--- src/rtl/rom_stream_reader_if.sv ---
// rom_stream_reader_if
//   Groups the Avalon-MM read-master signals and the ready/valid sample
//   stream of rom_stream_reader.
//   master : the reader side (drives m_*, src_data/src_valid; takes
//            m_readdata, src_ready)
//   slave  : the environment side (memory slave + stream sink)
//   Parameters ADDR_W / DATA_W must match the reader instance.
interface rom_stream_reader_if #(
  parameter int ADDR_W = 9,
  parameter int DATA_W = 32
);
  logic [ADDR_W-1:0] m_address;
  logic              m_chipselect;
  logic              m_write;
  logic              m_clken;
  logic [DATA_W-1:0] m_readdata;
  logic [DATA_W-1:0] src_data;
  logic              src_valid;
  logic              src_ready;

  modport master (
    output m_address, m_chipselect, m_write, m_clken,
    input  m_readdata,
    output src_data, src_valid,
    input  src_ready
  );

  modport slave (
    input  m_address, m_chipselect, m_write, m_clken,
    output m_readdata,
    input  src_data, src_valid,
    output src_ready
  );
endinterface

--- src/rtl/rom_stream_reader.sv ---
// rom_stream_reader
//   Avalon-MM read master that drains a contiguous word range from a
//   fixed-latency ROM/RAM slave and presents the words as a ready/valid
//   stream. Reads are issued back-to-back under FIFO credit control;
//   a one-cycle done pulse marks completion.
// Ports:
//   clk, reset_n   : clock, asynchronous active-low reset
//   start, stop    : begin transfer (IDLE only) / abort (any non-IDLE state)
//   base_addr      : first word address, sampled on accepted start
//   word_count     : number of words 0..2^ADDR_W, sampled on accepted start
//   loop           : restart at base_addr after the last word
//                    (only when ROM_STREAM_LOOP_EN is defined)
//   busy, done     : not-IDLE status / one-cycle completion pulse
//   bus            : rom_stream_reader_if.master (Avalon-MM + stream)
// Build option: `define ROM_STREAM_LOOP_EN adds the loop port/behaviour.
module rom_stream_reader #(
  parameter int ADDR_W       = 9,
  parameter int DATA_W       = 32,
  parameter int FIFO_DEPTH   = 8,
  parameter int READ_LATENCY = 1
) (
  input  logic                clk,
  input  logic                reset_n,
  input  logic                start,
  input  logic                stop,
  input  logic [ADDR_W-1:0]   base_addr,
  input  logic [ADDR_W:0]     word_count,
`ifdef ROM_STREAM_LOOP_EN
  input  logic                loop,
`endif
  output logic                busy,
  output logic                done,
  rom_stream_reader_if.master bus
);

  localparam int PW = $clog2(FIFO_DEPTH);
  localparam int CW = PW + 1;
  localparam logic [CW-1:0] FULL = CW'(FIFO_DEPTH);

  typedef enum logic [1:0] {S_IDLE, S_RUN, S_DRAIN, S_FLUSH} state_t;

  state_t                  state, state_nx;
  logic [ADDR_W-1:0]       base_q;
  logic [ADDR_W:0]         count_q, issued_q, issued_nx;
  logic [READ_LATENCY-1:0] infl_q;
  logic [CW-1:0]           inflight;
  logic [CW:0]             occupancy;
  logic                    credit, strobe, tap, push, pop;
  logic                    fifo_clear, load, done_nx;

  logic [DATA_W-1:0]       mem [FIFO_DEPTH];
  logic [PW-1:0]           wr_ptr_q, rd_ptr_q;
  logic [CW-1:0]           fifo_count_q;

  // Credit uses registered occupancy plus reads still in flight; a pop in
  // the same cycle is not counted, so a push can never land on a full FIFO.
  assign inflight  = CW'($countones(infl_q));
  assign occupancy = {1'b0, fifo_count_q} + {1'b0, inflight};
  assign credit    = occupancy < (CW+1)'(FIFO_DEPTH);
  assign tap       = infl_q[READ_LATENCY-1];
  assign push      = tap && (state != S_FLUSH);
  assign pop       = bus.src_valid && bus.src_ready;

  assign busy             = (state != S_IDLE);
  assign bus.m_chipselect = strobe;
  assign bus.m_address    = base_q + issued_q[ADDR_W-1:0];
  assign bus.m_write      = 1'b0;
  assign bus.m_clken      = 1'b1;
  assign bus.src_valid    = (fifo_count_q != '0);
  assign bus.src_data     = bus.src_valid ? mem[rd_ptr_q] : '0;

  always_comb begin
    state_nx   = state;
    issued_nx  = issued_q;
    strobe     = 1'b0;
    fifo_clear = 1'b0;
    load       = 1'b0;
    done_nx    = 1'b0;
    case (state)
      S_IDLE: begin
        if (start && !stop) begin
          if (word_count == '0) begin
            done_nx = 1'b1;
          end else begin
            load      = 1'b1;
            issued_nx = '0;
            state_nx  = S_RUN;
          end
        end
      end
      S_RUN: begin
        if (stop) begin
          fifo_clear = 1'b1;
          state_nx   = S_FLUSH;
        end else if (credit) begin
          strobe = 1'b1;
          if (issued_q + (ADDR_W+1)'(1) == count_q) begin
`ifdef ROM_STREAM_LOOP_EN
            if (loop) begin
              issued_nx = '0;
            end else begin
              issued_nx = count_q;
              state_nx  = S_DRAIN;
            end
`else
            issued_nx = count_q;
            state_nx  = S_DRAIN;
`endif
          end else begin
            issued_nx = issued_q + (ADDR_W+1)'(1);
          end
        end
      end
      S_DRAIN: begin
        if (stop) begin
          fifo_clear = 1'b1;
          state_nx   = S_FLUSH;
        end else if (inflight == '0 &&
                     (fifo_count_q == '0 || (fifo_count_q == CW'(1) && pop))) begin
          // Leave on the edge that empties the FIFO so that done (registered)
          // and the falling busy appear in the same cycle.
          done_nx  = 1'b1;
          state_nx = S_IDLE;
        end
      end
      S_FLUSH: begin
        if (inflight == '0) state_nx = S_IDLE;
      end
      default: state_nx = S_IDLE;
    endcase
  end

  always_ff @(posedge clk or negedge reset_n) begin
    if (!reset_n) begin
      state    <= S_IDLE;
      base_q   <= '0;
      count_q  <= '0;
      issued_q <= '0;
      infl_q   <= '0;
      done     <= 1'b0;
    end else begin
      state    <= state_nx;
      issued_q <= issued_nx;
      infl_q   <= (infl_q << 1) | READ_LATENCY'(strobe);
      done     <= done_nx;
      if (load) begin
        base_q  <= base_addr;
        count_q <= word_count;
      end
    end
  end

  always_ff @(posedge clk or negedge reset_n) begin
    if (!reset_n) begin
      wr_ptr_q     <= '0;
      rd_ptr_q     <= '0;
      fifo_count_q <= '0;
    end else if (fifo_clear) begin
      wr_ptr_q     <= '0;
      rd_ptr_q     <= '0;
      fifo_count_q <= '0;
    end else begin
      if (push) wr_ptr_q <= wr_ptr_q + PW'(1);
      if (pop)  rd_ptr_q <= rd_ptr_q + PW'(1);
      case ({push, pop})
        2'b10:   fifo_count_q <= fifo_count_q + CW'(1);
        2'b01:   fifo_count_q <= fifo_count_q - CW'(1);
        default: fifo_count_q <= fifo_count_q;
      endcase
    end
  end

  always_ff @(posedge clk) begin
    if (push && !fifo_clear) mem[wr_ptr_q] <= bus.m_readdata;
  end

  a_no_overflow: assert property (@(posedge clk) disable iff (!reset_n)
    !(push && !fifo_clear && fifo_count_q == FULL));

endmodule

--- src/flat_wrapper.sv ---
// flat-port wrapper written by rule: the top's interface ports become plain ports
module rom_stream_reader_flat 
#(
  parameter int ADDR_W       = 9,
  parameter int DATA_W       = 32,
  parameter int FIFO_DEPTH   = 8,
  parameter int READ_LATENCY = 1
)
  (clk, reset_n, start, stop, base_addr, word_count, busy, done, bus_m_address, bus_m_chipselect, bus_m_write, bus_m_clken, bus_m_readdata, bus_src_data, bus_src_valid, bus_src_ready);
  rom_stream_reader_if #(.ADDR_W(ADDR_W), .DATA_W(DATA_W)) bus_i ();
  input  logic clk;
  input  logic reset_n;
  input  logic start;
  input  logic stop;
  input  logic [ADDR_W-1:0] base_addr;
  input  logic [ADDR_W:0] word_count;
  output logic busy;
  output logic done;
  output wire logic [$bits(bus_i.m_address)-1:0] bus_m_address;
  output wire logic [$bits(bus_i.m_chipselect)-1:0] bus_m_chipselect;
  output wire logic [$bits(bus_i.m_write)-1:0] bus_m_write;
  output wire logic [$bits(bus_i.m_clken)-1:0] bus_m_clken;
  input wire logic [$bits(bus_i.m_readdata)-1:0] bus_m_readdata;
  output wire logic [$bits(bus_i.src_data)-1:0] bus_src_data;
  output wire logic [$bits(bus_i.src_valid)-1:0] bus_src_valid;
  input wire logic [$bits(bus_i.src_ready)-1:0] bus_src_ready;
  assign bus_m_address = bus_i.m_address;
  assign bus_m_chipselect = bus_i.m_chipselect;
  assign bus_m_write = bus_i.m_write;
  assign bus_m_clken = bus_i.m_clken;
  assign bus_i.m_readdata = bus_m_readdata;
  assign bus_src_data = bus_i.src_data;
  assign bus_src_valid = bus_i.src_valid;
  assign bus_i.src_ready = bus_src_ready;
  rom_stream_reader #(.ADDR_W(ADDR_W), .DATA_W(DATA_W), .FIFO_DEPTH(FIFO_DEPTH), .READ_LATENCY(READ_LATENCY)) u_core (.clk(clk), .reset_n(reset_n), .start(start), .stop(stop), .base_addr(base_addr), .word_count(word_count), .busy(busy), .done(done), .bus(bus_i));
endmodule
--- config.mk ---
export PLATFORM = sky130hd
export DESIGN_NAME = rom_stream_reader_flat
export DESIGN_NICKNAME = d
export VERILOG_FILES = /design/src/rtl/rom_stream_reader_if.sv /design/src/rtl/rom_stream_reader.sv /design/src/flat_wrapper.sv
export SDC_FILE = /design/constraint.sdc
export NUM_CORES = 1
export LEC_CHECK = 0
export ABC_AREA = 1
export CORE_AREA = 2 2 181 183
export DETAILED_ROUTE_END_ITERATION = 8
export DIE_AREA = 0 0 183 185
export SLEW_MARGIN = 10
export SYNTH_ARGS = -nofsm -noshare
export SYNTH_HDL_FRONTEND = slang
export SYNTH_SLANG_ARGS = --single-unit
--- constraint.sdc ---
create_clock -name clk -period 8.6 [get_ports clk]
set_input_delay 1.72 -clock clk [delete_from_list [all_inputs] [get_ports clk]]
set_output_delay 1.72 -clock clk [all_outputs]
set_load 0.01 [all_outputs]
==> summary.md <==
| Metric | Value |
|---|---|
| Critical Path Start Type | `flip-flop` |
| Gr ovfl total | `0` |
| FMAX | `172 MHz` |
| Hold Startpoint | `u_core.count_q[8]` |
| CP Class | `flip-flop to primary output` |
| Critical Path RT | `6880 ps` |
| WL final | `28400 um` |
| Slowest-stage cell, CP | `dfrtp_4` |
| I/O Pins | `103` |
| Core Region | `32000 um2` |
| Port bufs | `100` |
| Max_cap viols | `0` |
| Critical Path AT | `4090 ps` |
| DR pass1 iterations | `5` |
| Clock skew | `17.9 ps` |
| Post-CTS Repair Setup Buffers | `0` |
| Final std cells w/o fill | `between 1.5k and 2k` |
| Worst-path fanout max | `68` |
| Status | `finished, final reports clean` |
| Peak supply drop | `0.217 mV` |
| Crit-path most repeated cell | `o21ai_0` |
| Mapped Cells | `1091` |
| Min-delay worst type | `flip-flop to flip-flop` |
| Synth cell types | `34` |
| CTS clk-pin slew, worst paths | `60 ps` |
| Slew Viols, Final | `0` |
| NumNets Final | `between 1k and 1.5k` |
| DRT iter0 DRCs | `681` |
| Mapped Avg Cell Area | `11.5 um2` |
| Async SR Flop Fraction | `14.4%` |
| DP HPWL | `15400 um` |
| Die Y | `185 um` |
| Die extent in x | `183 um` |
| Post-route ant nets | `0` |
| Post-Syn Area | `~13000 um2` |
| Clock Path Buffers | `3` |
| Vias in the first global route | `8156` |
| Clock root buffer | `clkbuf_16` |
| Max stage delay on crit path | `approximately 900 ps` |
| Area delta synth->final | `19.6%` |
| Post-synth EDFFs | `256` |
| Antenna cells | `0` |
| TNS Setup | `0 ps` |
| Total CTS buffers | `31` |
| Share of layout cells above drive strength 1 | `under 10%` |
| Min Tclk post-route | `5810 ps` |
| RSZ-0062 raised after global routing | `no` |
| First-pass GRT wire length | `44500 um` |
| DR DRC count | `0` |
| Starting Density | `about two fifths` |
| Worst reg2reg startpoint | `u_core.state[0]` |
| Syn Nets | `about 1.2k` |
| Post-CTS Hold Buffers | `0` |
| Largest net degree at the start of global routing | `69` |
| Core Util, Final | `46.9%` |
| Sink Count | `299` |
| Crit end category | `primary output` |
| Tot GR Track Use | `between 10% and 20%` |
| Post-CTS resize count | `0` |
| PwrDens | `331 nW/um2` |
| Worst rel slew slack | `33.8%` |
| Final Hold Fails | `0` |
| Crit path from | `u_core.rd_ptr_q[0]` |
| Area of the die | `33900 um2` |
| Placer's final routability congestion estimate | `0.784` |
| # rows | `66` |
| Dpl ws | `roughly 3300 ps` |
| Fill cells | `2879` |
| Worst skew pair latency | `570 ps` |
| Leak pwr | `between 5 and 6 nW` |
| Crit share post-route | `67.6%` |
| Final setup margin | `2790 ps` |
| Slew @ Worst Pin | `between 900 and 1000 ps` |
| Yosys reg bits | `299` |
| Sequential area share after synthesis | `69.7%` |
| Routed len/inst | `between 15 and 20 um` |
| Setup Viol. Count Final | `0` |
| CTS tree | `done` |
| CP Cell Sequence | `clkinv_2, buf_4, o21ai_0, o22ai_1, o21ai_0, a31oi_1, clkdlybuf4s50_1` |
| Placed insts | `1554` |
| Synth warnings | `0` |
| Average via count per standard cell | `5.14` |
| H-Tree Depth | `1` |
| Vias | `8279` |
| Initial antenna violation count | `1` |
| Post-synth top flop | `edfxtp_1` |
cell usage in the layout (no fill, tap or decap), types with 17 or more instances in the layout:
cell and instances:
nand2_1 94, inv_1 56, a31oi_1 32, nand3_1 22
o21ai_0 188, ha_1 19, edfxtp_1 256, clkdlybuf4s50_1 99
a21oi_1 17, dfrtp_1 41, o22ai_1 34, clkbuf_16 31
nor2_1 215
worst paths after layout:
| path | endpoint | slack, ps | cells past startpoint |
|---|---|---|---|
| min in group asynchronous | u_core.done | 1320 | 1 |
| max reg2reg | u_core.mem[0][29] | 5660 | 8 |
| min | u_core.count_q[8] | 510 | 2 |
| max in group asynchronous | u_core.rd_ptr_q[0] | 6550 | 1 |
| min reg2reg | u_core.count_q[8] | 510 | 2 |
| max | bus_src_data[2] | 2790 | 7 |
where the power goes:
| part | internal [mW] | leakage, nW | switching (mW) | total [mW] |
|---|---|---|---|---|
| Combinational | 0.761 | 1.96 | 1.06 | 1.82 |
| Clock | 0.786 | 0.504 | 0.567 | 1.35 |
| Sequential | 1.70 | 2.85 | 0.113 | 1.81 |
| Total | 3.24 | 5.31 | 1.74 | 4.98 |
metrics by stage:
step	hold slack, ps	total power [mW]	cell area [um2]
final	512	4.98	15000
after global routing	531	5.31	15000
after CTS	520	5.04	15000
after detailed placement	505	3.67	14000
after global placement	491	3.65	14000
after floorplan	466	2.90	12600
layer usage:
layer	part of all wire (%)	global-route usage, %
met2	47	28.3
met5	0.046	0
met1	46	22.5
met3	4.8	2.83
met4	2.2	4.29
area by class of cell:
cell class	count	area, um2	area share [%]
clock buffers	36	795	5.28
clock inverters	22	234	1.56
inverters	59	223	1.48
multi-input cells	674	3410	22.7
flip-flops and latches	299	8770	58.3
well taps	408	510	3.39
repair buffers	114	1100	7.32
state kept, by name (all words and copies together) (netlist names):
| name | cells |
|---|---|
| u_core.fifo_count_q | 4 |
| u_core.done | 1 |
| u_core.rd_ptr_q | 3 |
| u_core.wr_ptr_q | 3 |
| u_core.issued_q | 10 |
| u_core.state | 2 |
| u_core.infl_q | 1 |
| u_core.base_q | 9 |
| u_core.count_q | 10 |
| u_core.mem | 256 |
critical path: cells and delay by family, from the launching register on:
family                 cells  cell delay [ps]
buffers and inverters      3             1960
AOI/OAI and AO/OA          4              610
DFF                        1              900
kinds of logic after synthesis:
family,count (synthesis),share of synthesized area [%]
compound gates,281,12.0
xor+xnor,9,0.627
fa+ha+maj,20,2.05
buf+inv,118,3.71
flops,299,69.7
mux,8,0.716
other cells,2,0.0597
simple gates,354,11.2
synth_stat cells, types with 3 or more instances:
master / n / area, um2
inv_1: 58 / 218
buf_1: 5 / 18.8
edfxtp_1: 256 / 7690
xor2_1: 6 / 52.6
xnor2_1: 3 / 26.3
clkbuf_1: 44 / 165
nor3_1: 5 / 25.0
o31ai_1: 4 / 30.0
dfrtp_1: 43 / 1080
buf_2: 7 / 35.0
o21ai_0: 188 / 941
nand2_2: 3 / 18.8
nand3b_1: 3 / 22.5
nand2_1: 94 / 353
a31oi_1: 32 / 200
o21ai_1: 3 / 15.0
mux2_2: 8 / 90.1
ha_1: 19 / 238
o22ai_1: 34 / 213
a21oi_1: 17 / 85.1
nand3_1: 22 / 110
nor2_1: 223 / 837
(Power assumes the default switching activity.)
